**src/rtl/chart_sequencer.sv**
```systemverilog
// chart_sequencer
//   Plays back a note chart held in ROM. For each 14-bit entry
//   {note_code[3:0], delay[9:0]} it emits the note code as a one-cycle
//   spawn pulse, then waits `delay` unpaused game frames before fetching
//   the next entry. Playback ends on an entry whose delay equals END_DELAY,
//   or after the entry at address MAX_PC.
//
// Ports
//   clk        system clock
//   rst        synchronous active-high reset
//   start      begin playback from pc=0 (honoured only in IDLE or DONE)
//   pause      level; freezes the frame countdown
//   frame_tick one-cycle pulse per game frame
//   data       chart ROM word for the current pc (combinational)
//   pc         chart ROM address
//   note_valid one-cycle pulse, note_code carries a new note
//   note_code  lane/colour code of the most recent entry (held)
//   busy       high from FETCH through WAIT
//   done       high in DONE
module chart_sequencer #(
  parameter int ADDR_W    = 8,
  parameter int MAX_PC    = 156,
  parameter int END_DELAY = 1000,
  parameter int CODE_NONE = 0
) (
  input  logic              clk,
  input  logic              rst,
  input  logic              start,
  input  logic              pause,
  input  logic              frame_tick,
  input  logic [13:0]       data,
  output logic [ADDR_W-1:0] pc,
  output logic              note_valid,
  output logic [3:0]        note_code,
  output logic              busy,
  output logic              done
);

  typedef enum logic [2:0] {IDLE, FETCH, EMIT, WAIT, DONE} state_t;

  localparam logic [ADDR_W-1:0] LAST_PC = ADDR_W'(MAX_PC);
  localparam logic [9:0]        END_D   = 10'(END_DELAY);
  localparam logic [3:0]        NONE    = 4'(CODE_NONE);

  state_t     state;
  logic [9:0] delay_r;
  logic [9:0] cnt;

  // note_code doubles as the registered code of the current entry: it is
  // loaded in FETCH so the pulse and the code appear together in EMIT,
  // and it naturally holds afterwards.
  always_ff @(posedge clk) begin
    if (rst) begin
      state      <= IDLE;
      pc         <= '0;
      note_valid <= 1'b0;
      note_code  <= '0;
      busy       <= 1'b0;
      done       <= 1'b0;
      delay_r    <= '0;
      cnt        <= '0;
    end else begin
      note_valid <= 1'b0;
      case (state)
        IDLE, DONE: begin
          if (start) begin
            state <= FETCH;
            pc    <= '0;
            busy  <= 1'b1;
            done  <= 1'b0;
          end
        end
        FETCH: begin
          note_code  <= data[13:10];
          note_valid <= (data[13:10] != NONE);
          delay_r    <= data[9:0];
          state      <= EMIT;
        end
        EMIT: begin
          if (delay_r == END_D) begin
            state <= DONE;
            busy  <= 1'b0;
            done  <= 1'b1;
          end else begin
            cnt   <= delay_r;
            state <= WAIT;
          end
        end
        WAIT: begin
          // Expiry wins over a coincident tick; that tick is simply dropped.
          // MAX_PC is checked before incrementing, so pc never wraps.
          if (cnt == '0) begin
            if (pc == LAST_PC) begin
              state <= DONE;
              busy  <= 1'b0;
              done  <= 1'b1;
            end else begin
              pc    <= pc + 1'b1;
              state <= FETCH;
            end
          end else if (frame_tick && !pause) begin
            cnt <= cnt - 1'b1;
          end
        end
        default: state <= IDLE;
      endcase
    end
  end

endmodule
```
**config.mk**
```make
export PLATFORM = sky130hd
export DESIGN_NAME = chart_sequencer
export DESIGN_NICKNAME = d
export VERILOG_FILES = /design/src/rtl/chart_sequencer.sv
export SDC_FILE = /design/constraint.sdc
export NUM_CORES = 1
export LEC_CHECK = 0
export ABC_CLOCK_PERIOD_IN_PS = 2000
export CAP_MARGIN = 10
export CELL_PAD_IN_SITES_DETAIL_PLACEMENT = 0
export CELL_PAD_IN_SITES_GLOBAL_PLACEMENT = 1
export CORE_MARGIN = 3
export CORE_UTILIZATION = 25
export CTS_CLUSTER_DIAMETER = 100
export DETAILED_ROUTE_END_ITERATION = 10
export HOLD_SLACK_MARGIN = 0.15
export PLACE_DENSITY = 0.53
export SYNTH_ARGS = -nofsm -noshare
export SYNTH_HDL_FRONTEND = slang
export SYNTH_SLANG_ARGS = --single-unit
export TNS_END_PERCENT = 50
```
**constraint.sdc**
```tcl
create_clock -name clk -period 2 [get_ports clk]
set_input_delay 0.3 -clock clk [delete_from_list [all_inputs] [get_ports clk]]
set_output_delay 0.3 -clock clk [all_outputs]
set_load 0.01 [all_outputs]
```
* Word-level counts from Yosys, hierarchy flattened *
Index checks and enable logic that the tools add are counted.
Widths: inputs -> output; s select.

operators by class
  $add $sub $neg = 2
  eq/ne operators = 14
  multiplexer cells = 23
  bitwise gates (word level) = 1
  reductions and logical operators = 14

operator list
  operator               count
  $mux 10                3
  $mux 8                 3
  $pmux 10 s2            1
  $ne 2x2->1 const B     8
  $pmux 8 s2             1
  $mux 3                 4
  $pmux 3 s4             1
  $eq 10x10->1 const B   1
  $logic_not 10->1       1
  $sub 10x1->10 const B  1
  $add 8x1->8 const B    1
  $eq 8x8->1 const B     1
  $mux 1                 8
  $reduce_and 4->1       2
  $eq 3x2->1 const B     2
  $pmux 1 s3             2
  $reduce_and 5->1       1
  $reduce_bool 2->1      2
  $reduce_bool 4->1      1
  $reduce_or 2->1        2
  $eq 3x1->1 const B     1
  $eq 3x3->1 const B     1
  $logic_not 3->1        1
  $reduce_bool 3->1      1
  4 further kinds        4

word-level totals
  register bits = 38

* Longest topological paths before layout *
Gate-level depths: netlist of the first run.

  depth in word-level cells = 5
  depth in mapped cells = 8
  gate-level depth less buffers = 7

* Least setup slack after synthesis of the first run *
No wires, ideal clock.

  path kind = flip-flop to flip-flop
  from = register pc[0]
  to = register pc[7]
  library setup time = 0.070 ns
  arrival = 2.037 ns
  required time = 1.930 ns
  slack = -0.107 ns
  cell stages (with the launch flop) = 8
  buffers on the path = 0
  cells stage by stage = dfxtp_1 inv_1 ha_1 and3_1 a31o_1 a2111o_1 or3_1 a21oi_1

between the ends
  longest elaborated chain between the ends = 4
  elaborated cells on any way between the ends = 7
  classes of those cells = add/sub (1); eq/ne (2); mux (3); reduce/logical (1)

ends and longest elaborated chain
  what                    line  source
  from (decl)             32    output logic [ADDR_W-1:0] pc,
  from (signal assigned)  98    pc <= pc + 1'b1;
  $add 8x1->8             98
  $mux 8                  93    if (pc == LAST_PC) begin
  $mux 8                  92    if (cnt == '0) begin
  $pmux 8 s2              64    case (state)

Parallel ways exist; a longest one is shown, timed or not. The select of a mux whose other input is x is not followed.
A chain may end at the register's enable or synchronous reset.

* Worst setup path after layout of the first run *
  from = register delay_r[0]
  to = register state[2]

between the ends
  longest elaborated chain between the ends = 3

ends and longest elaborated chain
  what                    line  source
  from (decl)             46    logic [9:0] delay_r;
  from (signal assigned)  76    delay_r <= data[9:0];
  $eq 10x10->1            80    if (delay_r == END_D) begin
  $mux 3                  80
  $pmux 3 s4              64
  to (signal assigned)    67    state <= FETCH;
  to (signal assigned)    81    state <= DONE;
  to (signal assigned)    86    state <= WAIT;
  to (decl)               45    state_t state;

No other way between the ends.

==> impl_metrics.ini, run 1 <==
[timing]
grt_setup_unrepaired = true
timing.max_slew.rel_slack_pct = 66.76
fin_tns_setup_ns = -0.003510
slew_at_the_pin_closest_to_its_max_slew_limit_ns = 0.4860
final_report_hold_violation_count = 0
final.min_clock_period_ns = 2.004
finalSetupViolCount = 1
report.final.slew_viol_count = 0
fmax_ghz = 0.4991
finalHoldWorstSlack_ns = 0.4557
clock-skew-final_ns = 0.003123
finalWorstSetupSlack_ns = -0.003510
timing.final.crit_share_pct = 100.2

[place]
globalplace.congestion = 0.7401
port_buffers = 33
post-dp-hpwl_mm = 4.142
dpl_cell_area_mm2 = 0.002684
dp_worst_setup_slack_ns = -0.04488

[floorplanning]
std_cell_rows = 31
floorplan.core_area_mm2 = 0.007447
die-height_um = 94.62
initial_core_util_pct = 26.36
dieWidth_um = 94.62
dieArea_mm2 = 0.008952
pin_count = 34

[clocking]
clkSlewWorstSetupHoldPaths_ns = 0.07
ctsHoldBuffers = 0
clockBufferDepth = 2
cts.sink_count = 38
cts_tree = built
cts_buffers = 5
clock_tree.root_cell = clkbuf_8
cts.htree.levels = 2
insertion_delay_ns = 0.29

[global_route]
grt_pass1_wl_mm = 9.522
antenna_found_initial = 0
overflow = 0
pin_count_of_the_biggest_net_entering_global_routing = 25
via_count_of_the_first_global_routing_pass = 1890
track_usage_pct = 13.45

[worst_setup_path]
critPathCaptureType = flop
worstPathArrival_ns = 2.24
r2r_cell_count = 5
setup.worst_path.class = flop to flop
timing.rr.start = delay_r[0]
worst_flop_to_flop_path_endpoint = state[2]
crit_path_start = delay_r[0]
setup.worst_path.end = state[2]
critPathMaxFanout = 3
cp_data_required_time_ns = 2.23
regToRegSetupSlack_ns = -0.004
timing.critical_path.from_type = flop

[power]
cellPowerDensity_mw_per_mm2 = 649.2
ir_drop_mv = 0.2701
leakagePower_nw = 1.059
report.power.total_mw = 1.866

[synthesis]
yosys_register_bits = 38
count_of_mapped_cells_out_of_synthesis = 244
yosys.cell_count.top_type = dfxtp_1
synth.lib_cells_used.distinct = 56
synth_area_leader_cell = dfxtp_1
synth.yosys.seq_area_share_pct = 38.75
synth_area_mm2 = 0.001963
yosys.area.top_type_share_pct = 38.75
synth_warnings = 0
ys.flop_type = dfxtp_1
synthTopCellsByArea = dfxtp_1 (39%), a21oi_1 (8.4%), nand2_1 (6.9%), o21ai_0 (3.1%), nor2_1 (3.1%)
synth_enable_flop_cells = 0
synth_area_per_cell_um2 = 8.046
syn_nets = 266
asyncSetResetFlopFracSynth_pct = 0
synth_commonest_cells = dfxtp_1 (38), nand2_1 (36), a21oi_1 (33)

[final_layout]
syn2layout_area_growth_pct = 46.40
drive_gt1_share_pct = 25.24
filler_cell_count = 786
finish.instance_area_mm2 = 0.002874
nets = 338
antenna_cells = 0

[routing]
wirelength_mm = 5.614
drcViolationCount = 0
routed_via_density = 4.704
vias = 1957
ant_nets = 0
detailedRoute.firstPassIterationCount = 4
detail_route.iter0.violations = 60
routedWlPerCell_um = 13.50

[run]
reported_max_cap_violation_count = 0

[min_path]
min-delay-path-class = flop to flop

[status]
result_of_the_run = complete, but fails checks
failed_checks = negative setup slack
-- metrics by stage --
stage / cells / util, %
global route: 416 / 38.59
floorplan: 244 / -
CTS: 415 / 37.62
detailed placement: 406 / 36.04
global placement: 406 / 36.04
finish: 416 / 38.59
-- state kept, by name, indices dropped and copies added, names as in the netlist --
register    count
delay_r        10
state           3
busy            1
note_code       4
cnt            10
note_valid      1
done            1
pc              8
-- routing by layer --
layer  up-vias  wire length (um)  GRT usage (%)
met5         -                 0              0
met4         0                65          3.966
met3         5               120          2.151
met2        26              2512          21.26
met1       910              2915          18.78
li1       1016                 -              -
-- cell families after synthesis --
logic type | share of synthesized area, %
AO/OA/AOI/OAI | 22.56
XOR/XNOR | 2.231
adder cells (fa/ha/maj) | 1.912
buffers and inverters | 4.334
flip-flops | 38.75
multiplexers | 1.020
AND/OR/NAND/NOR | 29.19
-- cells in the final DEF (no fill, tap or decap), drive strengths merged, types with 3 or more instances in the layout --
cell type       n
buf            44
dfxtp          38
nand2          36
a21oi          33
clkdlybuf4s50  33
nor2           17
o21ai          13
inv             9
clkbuf          7
or2             6
nand3           6
nor4            6
nand2b          4
nor2b           4
xnor2           4
nor3            4
nand4           3
or4b            3
or3             3
or4             3
nand3b          3
ha              3
-- power breakdown --
group	switching, mW	leakage (nW)	total, mW	internal [mW]
Combinational	0.238	0.701	0.480	0.242
Clock	0.273	0.0482	0.551	0.278
Sequential	0.0329	0.309	0.834	0.801
Total	0.544	1.06	1.87	1.32
-- worst min path at each step --
| stage | startpoint | endpoint | slack (ns) | depth (start not counted) |
|---|---|---|---|---|
| 6_report | note_code[0] | note_code[0] | 0.46 | 2 |
| 5_1_grt | busy | busy | 0.49 | 2 |
| 4_1_cts | note_code[0] | note_code[0] | 0.46 | 2 |
| 3_5_place_dp | note_code[0] | note_code[0] | 0.45 | 2 |
| 3_3_place_gp | note_code[0] | note_code[0] | 0.44 | 2 |
| 2_1_floorplan | data[9] | delay_r[9] | 0.44 | 2 |
-- layout make-up --
cell class	count	area [um^2]	area share, %
clock buffers	7	86.33	3.004
repair buffers	77	664.4	23.12
well taps	99	123.9	4.310
multi-input cells	185	1197	41.66
inverters	9	33.78	1.175
flip-flops and latches	38	763.2	26.56
clock inverters	1	5.005	0.1741
-- timing repair --
item,4_1_cts,5_1_grt
gates resized for setup,3,14
pin swaps,4,7
setup endpoints to repair,5,18
buffers inserted,1,1
gates cloned,0,0
-- critical path, stage by stage (launching register included) --
cell and delay [ns]:
dfxtp_1 0.31, or4b_4 0.54, or4b_4 0.48, a211o_1 0.32
o2bb2a_4 0.23, nor2_2 0.06
Note: power is estimated with default switching activity, not from simulation.
==> run 2: changes to the inputs <==
- ABC_AREA: unset -> 1
- PLACE_DENSITY: 0.53 -> 0.55
==> impl_metrics.ini, run 2 <==
[final_layout]
drive_gt1_share_pct = 11.40
filler_cell_count = 863
final_common_cell = nand2_1
finish.instance_area_mm2 = 0.002655
antenna_cells = 0
area.sequential_um2 = 760.7
layout.cells.most_common_list = nand2_1 (72), dfxtp_1 (38), nor2_1 (35), a21oi_1 (35)
multi_input_comb_area_mm2 = 0.001059
largest_registers = cnt (10), delay_r (10), pc (8)
finalCoreUtilization_pct = 34.18
nets = 363
syn2layout_area_growth_pct = 31.47

[routing]
routedWlPerCell_um = 12.01
detailedRoute.firstPassIterationCount = 6
drcViolationCount = 0
wirelength_mm = 5.333
ant_nets = 0
detail_route.iter0.violations = 76
vias = 1964
routed_via_density = 4.423

[worst_setup_path]
cp_data_required_time_ns = 2.19
worstPathArrival_ns = 1.91
crit_path_start = pc[0]
setup.worst_path.class = flop to flop
setup.worst_path.end = pc[6]
regToRegSetupSlack_ns = 0.28
worst_flop_to_flop_path_endpoint = pc[6]
r2r_cell_count = 13
timing.rr.start = pc[0]
timing.critical_path.from_type = flop
critPathCaptureType = flop
critPathMaxFanout = 7

[synthesis]
count_of_mapped_cells_out_of_synthesis = 300
synth_enable_flop_cells = 0
syn_nets = 322
synth_warnings = 0
synth_area_mm2 = 0.002019
synth.lib_cells_used.distinct = 35
synth_commonest_cells = nand2_1 (72), dfxtp_1 (38), a21oi_1 (35), nor2_1 (35), inv_1 (33)
yosys.area.top_type_share_pct = 37.67
synth.yosys.seq_area_share_pct = 37.67
yosys_register_bits = 38
synthTopCellsByArea = dfxtp_1 (38%), nand2_1 (13%), a21oi_1 (8.7%), nor2_1 (6.5%), inv_1 (6.1%)
ys.flop_type = dfxtp_1
yosys.cell_count.top_type = nand2_1
asyncSetResetFlopFracSynth_pct = 0
synth_area_leader_cell = dfxtp_1
synth_area_per_cell_um2 = 6.731

[floorplanning]
floorplan.core_area_mm2 = 0.007767
dieArea_mm2 = 0.009192
std_cell_rows = 32
dieWidth_um = 95.88
initial_core_util_pct = 26.00
die-height_um = 95.88
pin_count = 34

[timing]
fin_tns_setup_ns = 0
report.final.slew_viol_count = 0
timing.max_slew.rel_slack_pct = 65.27
timing.final.crit_share_pct = 85.83
grt_setup_unrepaired = false
final.min_clock_period_ns = 1.717
slew_at_the_pin_closest_to_its_max_slew_limit_ns = 0.5197
clock-skew-final_ns = 0.006096
final_report_hold_violation_count = 0
finalSetupViolCount = 0
fmax_ghz = 0.5825
finalHoldWorstSlack_ns = 0.4639

[clocking]
ctsResizeCount = 0
clock_tree.root_cell = clkbuf_8
cts_buffers = 5
cts.sink_count = 38
cts.htree.levels = 2
ctsHoldBuffers = 0
insertion_delay_ns = 0.29
clockBufferDepth = 2
cts_tree = built
cts.repair_timing.setup_buffer_count = 0
clkSlewWorstSetupHoldPaths_ns = 0.08

[power]
leakagePower_nw = 1.023
ir_drop_mv = 0.4216
cellPowerDensity_mw_per_mm2 = 1332
report.power.total_mw = 3.536

[min_path]
min-delay-path-class = flop to flop

[place]
port_buffers = 33
dpl_cell_area_mm2 = 0.002512
globalplace.congestion = 0.7676
post-dp-hpwl_mm = 4.074

[global_route]
pin_count_of_the_biggest_net_entering_global_routing = 20
grt_pass1_wl_mm = 9.163
track_usage_pct = 12.79
via_count_of_the_first_global_routing_pass = 1874
overflow = 0
antenna_found_initial = 0

[run]
reported_max_cap_violation_count = 0

[status]
result_of_the_run = finished, final reports clean
## run 2: cell families (layout without fill, tap and decap cells)
kind of cell / Yosys count / in the layout / share of synthesized area [%]
AND/OR/NAND/NOR: 146 / 146 / 31.48
adder cells (fa/ha/maj): 3 / 3 / 1.859
AO/OA/AOI/OAI: 65 / 65 / 18.22
buffers and inverters: 46 / 88 / 9.912
XOR/XNOR: 2 / 2 / 0.8676
flip-flops: 38 / 38 / 37.67
## run 2: metal layers
layer  routed length (um)  vias to the layer above  GRT usage [%]
li1                     -                     1049              -
met1                 2796                      871          18.36
met2                 2270                       38          18.88
met3                  188                        6          2.971
met4                   77                        0          3.910
met5                    0                        -              0
## run 2: final cells by class
class | count | share of cell area (%)
Clock buffer | 6 | 3.110
Multi-Input combinational cell | 216 | 39.87
Clock inverter | 2 | 2.262
Tap cell | 102 | 4.807
Timing Repair Buffer | 45 | 16.31
Inverter | 35 | 4.995
Sequential cell | 38 | 28.65
## run 2: worst max-delay path, cell delays in order, from the launching register on
cell and delay [ns]:
dfxtp_1 0.39, inv_1 0.09, ha_1 0.21, nand2_1 0.07, nor2_1 0.03, nand2_1 0.12, nand2_1 0.08, nand2_1 0.08
nand3_2 0.13, buf_12 0.17, nor2_2 0.09, nand2_1 0.06, nand2_1 0.05, nor2_1 0.04
## run 2: how the worst min path moves through the flow
| stage | startpoint | endpoint | slack, ns | depth (start not counted) |
|---|---|---|---|---|
| final | note_code[2] | note_code[2] | 0.46 | 2 |
| after global routing | cnt[0] | cnt[0] | 0.49 | 2 |
| after CTS | busy | busy | 0.47 | 2 |
| after detailed placement | note_code[0] | note_code[0] | 0.45 | 2 |
| after global placement | note_code[2] | note_code[2] | 0.45 | 2 |
| after floorplan | rst | pc[1] | 0.37 | 1 |
## run 2: metrics by stage
stage	setup slack, ns	std cells
floorplan	0.4942	300
global placement	0.2424	436
detailed placement	0.2442	436
CTS	0.2709	444
global route	0.02841	444
finish	0.2834	444
## run 2: report_power, final
group | leakage [nW] | internal, mW | total (mW) | switching [mW]
Clock | 0.0714 | 0.533 | 0.829 | 0.296
Sequential | 0.310 | 0.949 | 1.09 | 0.140
Combinational | 0.642 | 0.658 | 1.62 | 0.961
